**src/rtl/tcm_boot_loader.sv**
```systemverilog
// Boot loader: optionally zero-fills the TCM, copies the boot image from ROM,
// then releases the core from reset and watches how long it runs.
module tcm_boot_loader #(
  parameter int ADDR_W     = 17,
  parameter int DATA_W     = 32,
  parameter int LOAD_BYTES = 131072,
  parameter int CLEAR_EN   = 1,
  parameter int MAX_CYCLES = 100000
) (
  input  logic                clk,
  input  logic                rst,
  input  logic                i_start,
  output logic                o_src_rd,
  output logic [ADDR_W-1:0]   o_src_addr,
  input  logic [DATA_W-1:0]   i_src_rdata,
  output logic                o_tcm_valid,
  input  logic                i_tcm_ready,
  output logic [ADDR_W-1:0]   o_tcm_addr,
  output logic [DATA_W-1:0]   o_tcm_wdata,
  output logic [DATA_W/8-1:0] o_tcm_wstrb,
  output logic                o_core_rstn,
  output logic                o_busy,
  output logic                o_done,
  output logic                o_timeout,
  output logic [31:0]         o_cycle_cnt
);

  localparam int BPB    = DATA_W / 8;
  localparam int NBEATS = (LOAD_BYTES + BPB - 1) / BPB;
  localparam int REM    = LOAD_BYTES % BPB;

  localparam logic [2:0] S_IDLE  = 3'd0;
  localparam logic [2:0] S_CLEAR = 3'd1;
  localparam logic [2:0] S_READ  = 3'd2;
  localparam logic [2:0] S_CAPT  = 3'd3;
  localparam logic [2:0] S_WRITE = 3'd4;
  localparam logic [2:0] S_RUN   = 3'd5;
  localparam logic [2:0] S_TMO   = 3'd6;

  // Byte enables of the final beat: only the bytes that belong to the image.
  function automatic logic [BPB-1:0] tail_strb(input int rem);
    logic [BPB-1:0] s;
    s = {BPB{1'b0}};
    for (int i = 0; i < BPB; i++) begin
      if ((rem == 0) || (i < rem)) begin
        s[i] = 1'b1;
      end else begin
        s[i] = 1'b0;
      end
    end
    return s;
  endfunction

  function automatic logic [ADDR_W-1:0] beat_addr(input logic [ADDR_W-1:0] k);
    return k * ADDR_W'(BPB);
  endfunction

  localparam logic [ADDR_W-1:0] LAST_K      = ADDR_W'(NBEATS - 1);
  localparam logic [BPB-1:0]    FULL_STRB   = {BPB{1'b1}};
  localparam logic [BPB-1:0]    LAST_STRB   = tail_strb(REM);
  localparam logic [31:0]       WD_LAST     = 32'(MAX_CYCLES) - 32'd1;
  localparam logic [2:0]        START_STATE = (CLEAR_EN != 0) ? S_CLEAR : S_READ;

  logic [2:0]        state_r;
  logic [2:0]        state_nxt_s;
  logic [ADDR_W-1:0] k_r;
  logic [ADDR_W-1:0] k_nxt_s;
  logic [DATA_W-1:0] data_r;
  logic [DATA_W-1:0] data_nxt_s;
  logic [31:0]       cnt_nxt_s;
  logic              last_s;

  logic              src_rd_nxt_s;
  logic [ADDR_W-1:0] src_addr_nxt_s;
  logic              valid_nxt_s;
  logic [ADDR_W-1:0] tcm_addr_nxt_s;
  logic [DATA_W-1:0] wdata_nxt_s;
  logic [BPB-1:0]    wstrb_nxt_s;
  logic              busy_nxt_s;
  logic              run_nxt_s;
  logic              tmo_nxt_s;

  assign last_s = (k_r == LAST_K);

  // Next state, beat index, captured data and run counter.
  always_comb begin
    state_nxt_s = state_r;
    k_nxt_s     = k_r;
    data_nxt_s  = data_r;
    cnt_nxt_s   = o_cycle_cnt;
    case (state_r)
      S_IDLE: begin
        if (i_start) begin
          k_nxt_s     = {ADDR_W{1'b0}};
          state_nxt_s = START_STATE;
        end else begin
          state_nxt_s = S_IDLE;
        end
      end
      S_CLEAR: begin
        if (i_tcm_ready && last_s) begin
          k_nxt_s     = {ADDR_W{1'b0}};
          state_nxt_s = S_READ;
        end else if (i_tcm_ready) begin
          k_nxt_s     = k_r + ADDR_W'(1);
          state_nxt_s = S_CLEAR;
        end else begin
          state_nxt_s = S_CLEAR;
        end
      end
      S_READ: begin
        state_nxt_s = S_CAPT;
      end
      S_CAPT: begin
        data_nxt_s  = i_src_rdata;
        state_nxt_s = S_WRITE;
      end
      S_WRITE: begin
        if (i_tcm_ready && last_s) begin
          cnt_nxt_s   = 32'd0;
          state_nxt_s = S_RUN;
        end else if (i_tcm_ready) begin
          k_nxt_s     = k_r + ADDR_W'(1);
          state_nxt_s = S_READ;
        end else begin
          state_nxt_s = S_WRITE;
        end
      end
      S_RUN: begin
        if (i_start) begin
          cnt_nxt_s   = 32'd0;
          k_nxt_s     = {ADDR_W{1'b0}};
          state_nxt_s = START_STATE;
        end else begin
          if (o_cycle_cnt != 32'hFFFF_FFFF) begin
            cnt_nxt_s = o_cycle_cnt + 32'd1;
          end else begin
            cnt_nxt_s = o_cycle_cnt;
          end
          // The final counted cycle lands the frozen count exactly on MAX_CYCLES.
          if ((MAX_CYCLES != 0) && (o_cycle_cnt == WD_LAST)) begin
            state_nxt_s = S_TMO;
          end else begin
            state_nxt_s = S_RUN;
          end
        end
      end
      S_TMO: begin
        if (i_start) begin
          cnt_nxt_s   = 32'd0;
          k_nxt_s     = {ADDR_W{1'b0}};
          state_nxt_s = START_STATE;
        end else begin
          state_nxt_s = S_TMO;
        end
      end
      default: begin
        k_nxt_s     = {ADDR_W{1'b0}};
        cnt_nxt_s   = 32'd0;
        state_nxt_s = S_IDLE;
      end
    endcase
  end

  // Output values for the coming cycle, decoded from the next state.
  always_comb begin
    busy_nxt_s   = (state_nxt_s == S_CLEAR) || (state_nxt_s == S_READ) ||
                   (state_nxt_s == S_CAPT)  || (state_nxt_s == S_WRITE);
    run_nxt_s    = (state_nxt_s == S_RUN);
    tmo_nxt_s    = (state_nxt_s == S_TMO);
    src_rd_nxt_s = (state_nxt_s == S_READ);
    valid_nxt_s  = (state_nxt_s == S_CLEAR) || (state_nxt_s == S_WRITE);
    if (src_rd_nxt_s) begin
      src_addr_nxt_s = beat_addr(k_nxt_s);
    end else begin
      src_addr_nxt_s = {ADDR_W{1'b0}};
    end
    if (valid_nxt_s) begin
      tcm_addr_nxt_s = beat_addr(k_nxt_s);
    end else begin
      tcm_addr_nxt_s = {ADDR_W{1'b0}};
    end
    if (state_nxt_s == S_WRITE) begin
      wdata_nxt_s = data_nxt_s;
    end else begin
      wdata_nxt_s = {DATA_W{1'b0}};
    end
    if ((state_nxt_s == S_WRITE) && (k_nxt_s == LAST_K)) begin
      wstrb_nxt_s = LAST_STRB;
    end else if (valid_nxt_s) begin
      wstrb_nxt_s = FULL_STRB;
    end else begin
      wstrb_nxt_s = {BPB{1'b0}};
    end
  end

  // State and registered outputs; reset parks everything at zero.
  always_ff @(posedge clk) begin
    if (rst) begin
      state_r     <= S_IDLE;
      k_r         <= {ADDR_W{1'b0}};
      data_r      <= {DATA_W{1'b0}};
      o_src_rd    <= 1'b0;
      o_src_addr  <= {ADDR_W{1'b0}};
      o_tcm_valid <= 1'b0;
      o_tcm_addr  <= {ADDR_W{1'b0}};
      o_tcm_wdata <= {DATA_W{1'b0}};
      o_tcm_wstrb <= {BPB{1'b0}};
      o_core_rstn <= 1'b0;
      o_busy      <= 1'b0;
      o_done      <= 1'b0;
      o_timeout   <= 1'b0;
      o_cycle_cnt <= 32'd0;
    end else begin
      state_r     <= state_nxt_s;
      k_r         <= k_nxt_s;
      data_r      <= data_nxt_s;
      o_src_rd    <= src_rd_nxt_s;
      o_src_addr  <= src_addr_nxt_s;
      o_tcm_valid <= valid_nxt_s;
      o_tcm_addr  <= tcm_addr_nxt_s;
      o_tcm_wdata <= wdata_nxt_s;
      o_tcm_wstrb <= wstrb_nxt_s;
      o_core_rstn <= run_nxt_s;
      o_busy      <= busy_nxt_s;
      o_done      <= run_nxt_s;
      o_timeout   <= tmo_nxt_s;
      o_cycle_cnt <= cnt_nxt_s;
    end
  end

endmodule

```
**config.mk**
```make
export PLATFORM = sky130hd
export DESIGN_NAME = tcm_boot_loader
export DESIGN_NICKNAME = d
export VERILOG_FILES = /design/src/rtl/tcm_boot_loader.sv
export SDC_FILE = /design/constraint.sdc
export NUM_CORES = 1
export LEC_CHECK = 0
export ABC_AREA = 1
export BUFFER_PORTS_ARGS = -buffer_cell sky130_fd_sc_hd__clkbuf_2
export CORE_MARGIN = 3
export CORE_UTILIZATION = 55
export DETAILED_ROUTE_END_ITERATION = 6
export PLACE_DENSITY_LB_ADDON = 0.15
export SYNTH_ARGS = -nofsm -noshare
export SYNTH_HDL_FRONTEND = slang
export SYNTH_SLANG_ARGS = --single-unit
export TNS_END_PERCENT = 50
```
**constraint.sdc**
```tcl
create_clock -name clk -period 2.4 [get_ports clk]
set_clock_uncertainty 0.05 [all_clocks]
set_input_delay 0.48 -clock clk [delete_from_list [all_inputs] [get_ports clk]]
set_output_delay 0.48 -clock clk [all_outputs]
set_load 0.01 [all_outputs]
```
==> metrics.md <==
| Metric | Value |
|---|---|
| R2R cell count | `9` |
| Final Hold Vio Count | `0` |
| Crit Reg-Reg Endpoint | `o_cycle_cnt[7]` |
| Worst Path Required | `2690 ps` |
| Met3 Use GR | `8.89%` |
| Die Area | `0.0137 sq mm` |
| Post-synthesis area per instance | `7.56 sq um` |
| CORE AREA | `0.0118 sq mm` |
| Post-synth EDFFs | `0` |
| Share of the synthesized area in the top cell type | `44.5%` |
| Register area | `0.00302 sq mm` |
| Largest net degree at the start of global routing | `49` |
| Final Net Count | `1088` |
| Met2 GRT Util | `39.9%` |
| CTS Buffer Depth | `2` |
| Pre-CTS setup slack | `230 ps` |
| Post-synth cell types | `38` |
| Drt drc | `0` |
| Die Y-Extent | `117 um` |
| Power Dens Cells | `630 mW/mm^2` |
| Post-synth ARST share | `0%` |
| Worst setup EP type | `flip-flop` |
| IO Count | `144` |
| Worst skew pair latency | `420 ps` |
| Vias in the first global route | `5833` |
| Global-route usage over all layers | `26.3%` |
| Total number of vias | `6350` |
| Yosys warns | `0` |
| Run status | `complete, no violations` |
| Register bit total from synthesis | `151` |
| Rel. slew slack | `53.8%` |
| Buf/Inv on CP | `2` |
| Routed WL | `17700 um` |
| Startpoint Class | `flip-flop` |
| Die extent in x | `117 um` |
| Synthesized area | `0.00680 sq mm` |
| Crit-path max cell delay | `420 ps` |
| Multi-input gate area | `0.00322 sq mm` |
| Hold Path Depth | `3` |
| Setup bufs post-CTS | `0` |
| Final ANT Viol Nets | `0` |
| Layout filler cell count | `973` |
| FF-to-FF setup slack | `200 ps` |
| Family with the most delay on the worst path | `simple AND/OR/NAND/NOR gates` |
| Data arrival, critical path | `2490 ps` |
| Overflow after GRT | `0` |
| Top cells by count, synth | `171 x nand2_1, 167 x nor2_1, 151 x dfxtp_1, 82 x inv_1, 63 x nand3_1` |
| Top FF cell, synth | `dfxtp_1` |
| # setup viols final | `0` |
| Root Buffer | `clkbuf_16` |
| Fin Setup TNS | `0 ps` |
| Cell with the most instances after synthesis | `nand2_1` |
| Avg WL per Cell | `14.5 um` |
| FP Rows | `39` |
| GPL Wtd Cong | `1.03` |
| Number of max-cap violations | `0` |
| Hold Path Class | `input port to flip-flop` |
| Syn-to-layout area delta | `21.7%` |
| Initial antenna violation count | `0` |
| Crit Reg-Reg Startpoint | `o_cycle_cnt[6]` |
| Clock slew at reported path FFs | `60 ps` |
| Post-Place Cell Area | `0.00770 sq mm` |
| Worst path slowest cell | `dfxtp_1` |
| Drt via density | `5.18` |
| Final worst slack | `201 ps` |
| Initial Util | `57.8%` |
| Post-Syn Instances | `899` |
| Worst vdd ir | `790 uV` |
| GR Util met1 | `35.4%` |
| Post-route cell area | `0.00827 sq mm` |
| Drt pass-1 iters | `5` |
| Worst-path maximum fanout | `18` |
| Area leader, netlist | `dfxtp_1` |
| Hold_buf cts | `0` |
| Number of DRC markers in iteration 0 | `471` |
| Tcrit/Tclk final | `91.6%` |
| CTS tree | `built` |
| Leak Pwr | `0.00340 uW` |
| Synth area leaders | `dfxtp_1 44%, nand2_1 9.4%, nor2_1 9.2%, nand3_1 4.6%, mux2i_1 4.6%` |
| ANT cells | `0` |
| First-pass GRT wire length | `28200 um` |
| H-tree Lvls | `4` |
| Total CTS buffers | `17` |
| Crit. path cell count | `9` |
| Fraction of layout cells with a size suffix above 1 | `24.5%` |
| CP cell instances | `inv_1 > nor3_1 > nand2_1 > nor2_1 > nand3_1 > nand2_2 > buf_4 > o21ai_1 > a21oi_1` |
| Unrepaired setup endpoints after global routing | `no` |
| Number of port buffers | `139` |
| Fin crit period | `2200 ps` |
| Max-slew violation total from the final report | `0` |
| Most utilized layer in the global route result | `met2` |
| CP Class | `flip-flop to flip-flop` |
| Cts repair resizes | `0` |
| DP Wirelength | `12800 um` |
| WHS Endpoint | `data_r[0]` |
| Fmax achieved | `455 MHz` |
| WHS | `274 ps` |
| Hold_sp | `i_src_rdata[0]` |
| Sequential element share of the synthesized area | `44.5%` |
| CTS sink count | `151` |
| Slew @ Worst Pin | `687 ps` |
[worst min-delay path, delay by kind of cell]
family,cells,cell delay [ps]
buffers and inverters,1,80
AND/OR/NAND/NOR,1,80
multiplexers,1,70
[metrics by stage]
step / util (%) / instances / total power (uW)
floorplan: - / 902 / 2690
global placement: 65.5 / 1195 / 2750
detailed placement: 65.5 / 1195 / 2750
CTS: 70.2 / 1225 / 5240
global route: 70.4 / 1225 / 5380
finish: 70.4 / 1225 / 5210
[layer usage]
metal | vias up | wire (um)
met4 | 0 | 276
met2 | 295 | 7890
met1 | 2855 | 7610
li1 | 3170 | -
met5 | - | 0
met3 | 30 | 1920
[cell families (layout without fill, tap and decap cells)]
| kind of cell | after synthesis | after routing | share of synthesized area [%] |
|---|---|---|---|
| buf+inv | 130 | 289 | 8.63 |
| flops | 151 | 151 | 44.5 |
| xor+xnor | 9 | 9 | 1.16 |
| other cells | 1 | 4 | 0.0551 |
| simple gates | 490 | 490 | 33.6 |
| mux | 32 | 32 | 4.73 |
| fa+ha+maj | 2 | 2 | 0.368 |
| compound gates | 84 | 84 | 7.03 |
[worst max-delay path by stage]
stage	start	slack (ps)	to
after detailed placement	o_cycle_cnt[0]	230	o_tcm_addr[4]
after global routing	o_cycle_cnt[0]	10	o_tcm_addr[5]
final	o_cycle_cnt[6]	200	o_cycle_cnt[7]
after CTS	o_cycle_cnt[0]	220	o_tcm_addr[4]
after global placement	o_cycle_cnt[0]	310	o_tcm_addr[3]
after floorplan	o_cycle_cnt[0]	410	o_cycle_cnt[21]
[registers in the layout, indices dropped and copies added, names as in the netlist]
register     count
o_src_addr      15
o_src_rd         1
o_tcm_valid      1
o_cycle_cnt     32
o_busy           1
o_done           1
o_timeout        1
data_r          32
o_tcm_addr      15
o_tcm_wdata     32
state_r          3
k_r             17
[cell type report]
| type | instances | area share (%) |
|---|---|---|
| clock buffers | 20 | 5.52 |
| flip-flops and latches | 151 | 36.5 |
| well taps | 164 | 2.48 |
| repair buffers | 166 | 11.1 |
| multi-input cells | 621 | 39.0 |
| inverters | 93 | 4.22 |
| clock inverters | 10 | 1.18 |
[power by group]
| part | leakage [uW] | switching (uW) | internal (uW) | total [uW] |
|---|---|---|---|---|
| clock network | 0.000265 | 1040 | 1470 | 2510 |
| logic | 0.00192 | 119 | 59.2 | 178 |
| registers | 0.00122 | 6.33 | 2510 | 2520 |
| total | 0.00340 | 1160 | 4050 | 5210 |
[cell usage in the layout (no fill, tap or decap), drive strengths merged, types with 19 or more instances in the layout]
cell type | Yosys | final
a21oi | 57 | 57
nand3 | 69 | 69
nand4 | 19 | 19
nor3 | 25 | 25
dfxtp | 151 | 151
nand2 | 180 | 180
nor2 | 192 | 192
inv | 93 | 95
mux2i | 31 | 31
buf | 24 | 27
clkbuf | 13 | 159
No activity file was read; power rests on OpenSTA's default activity.
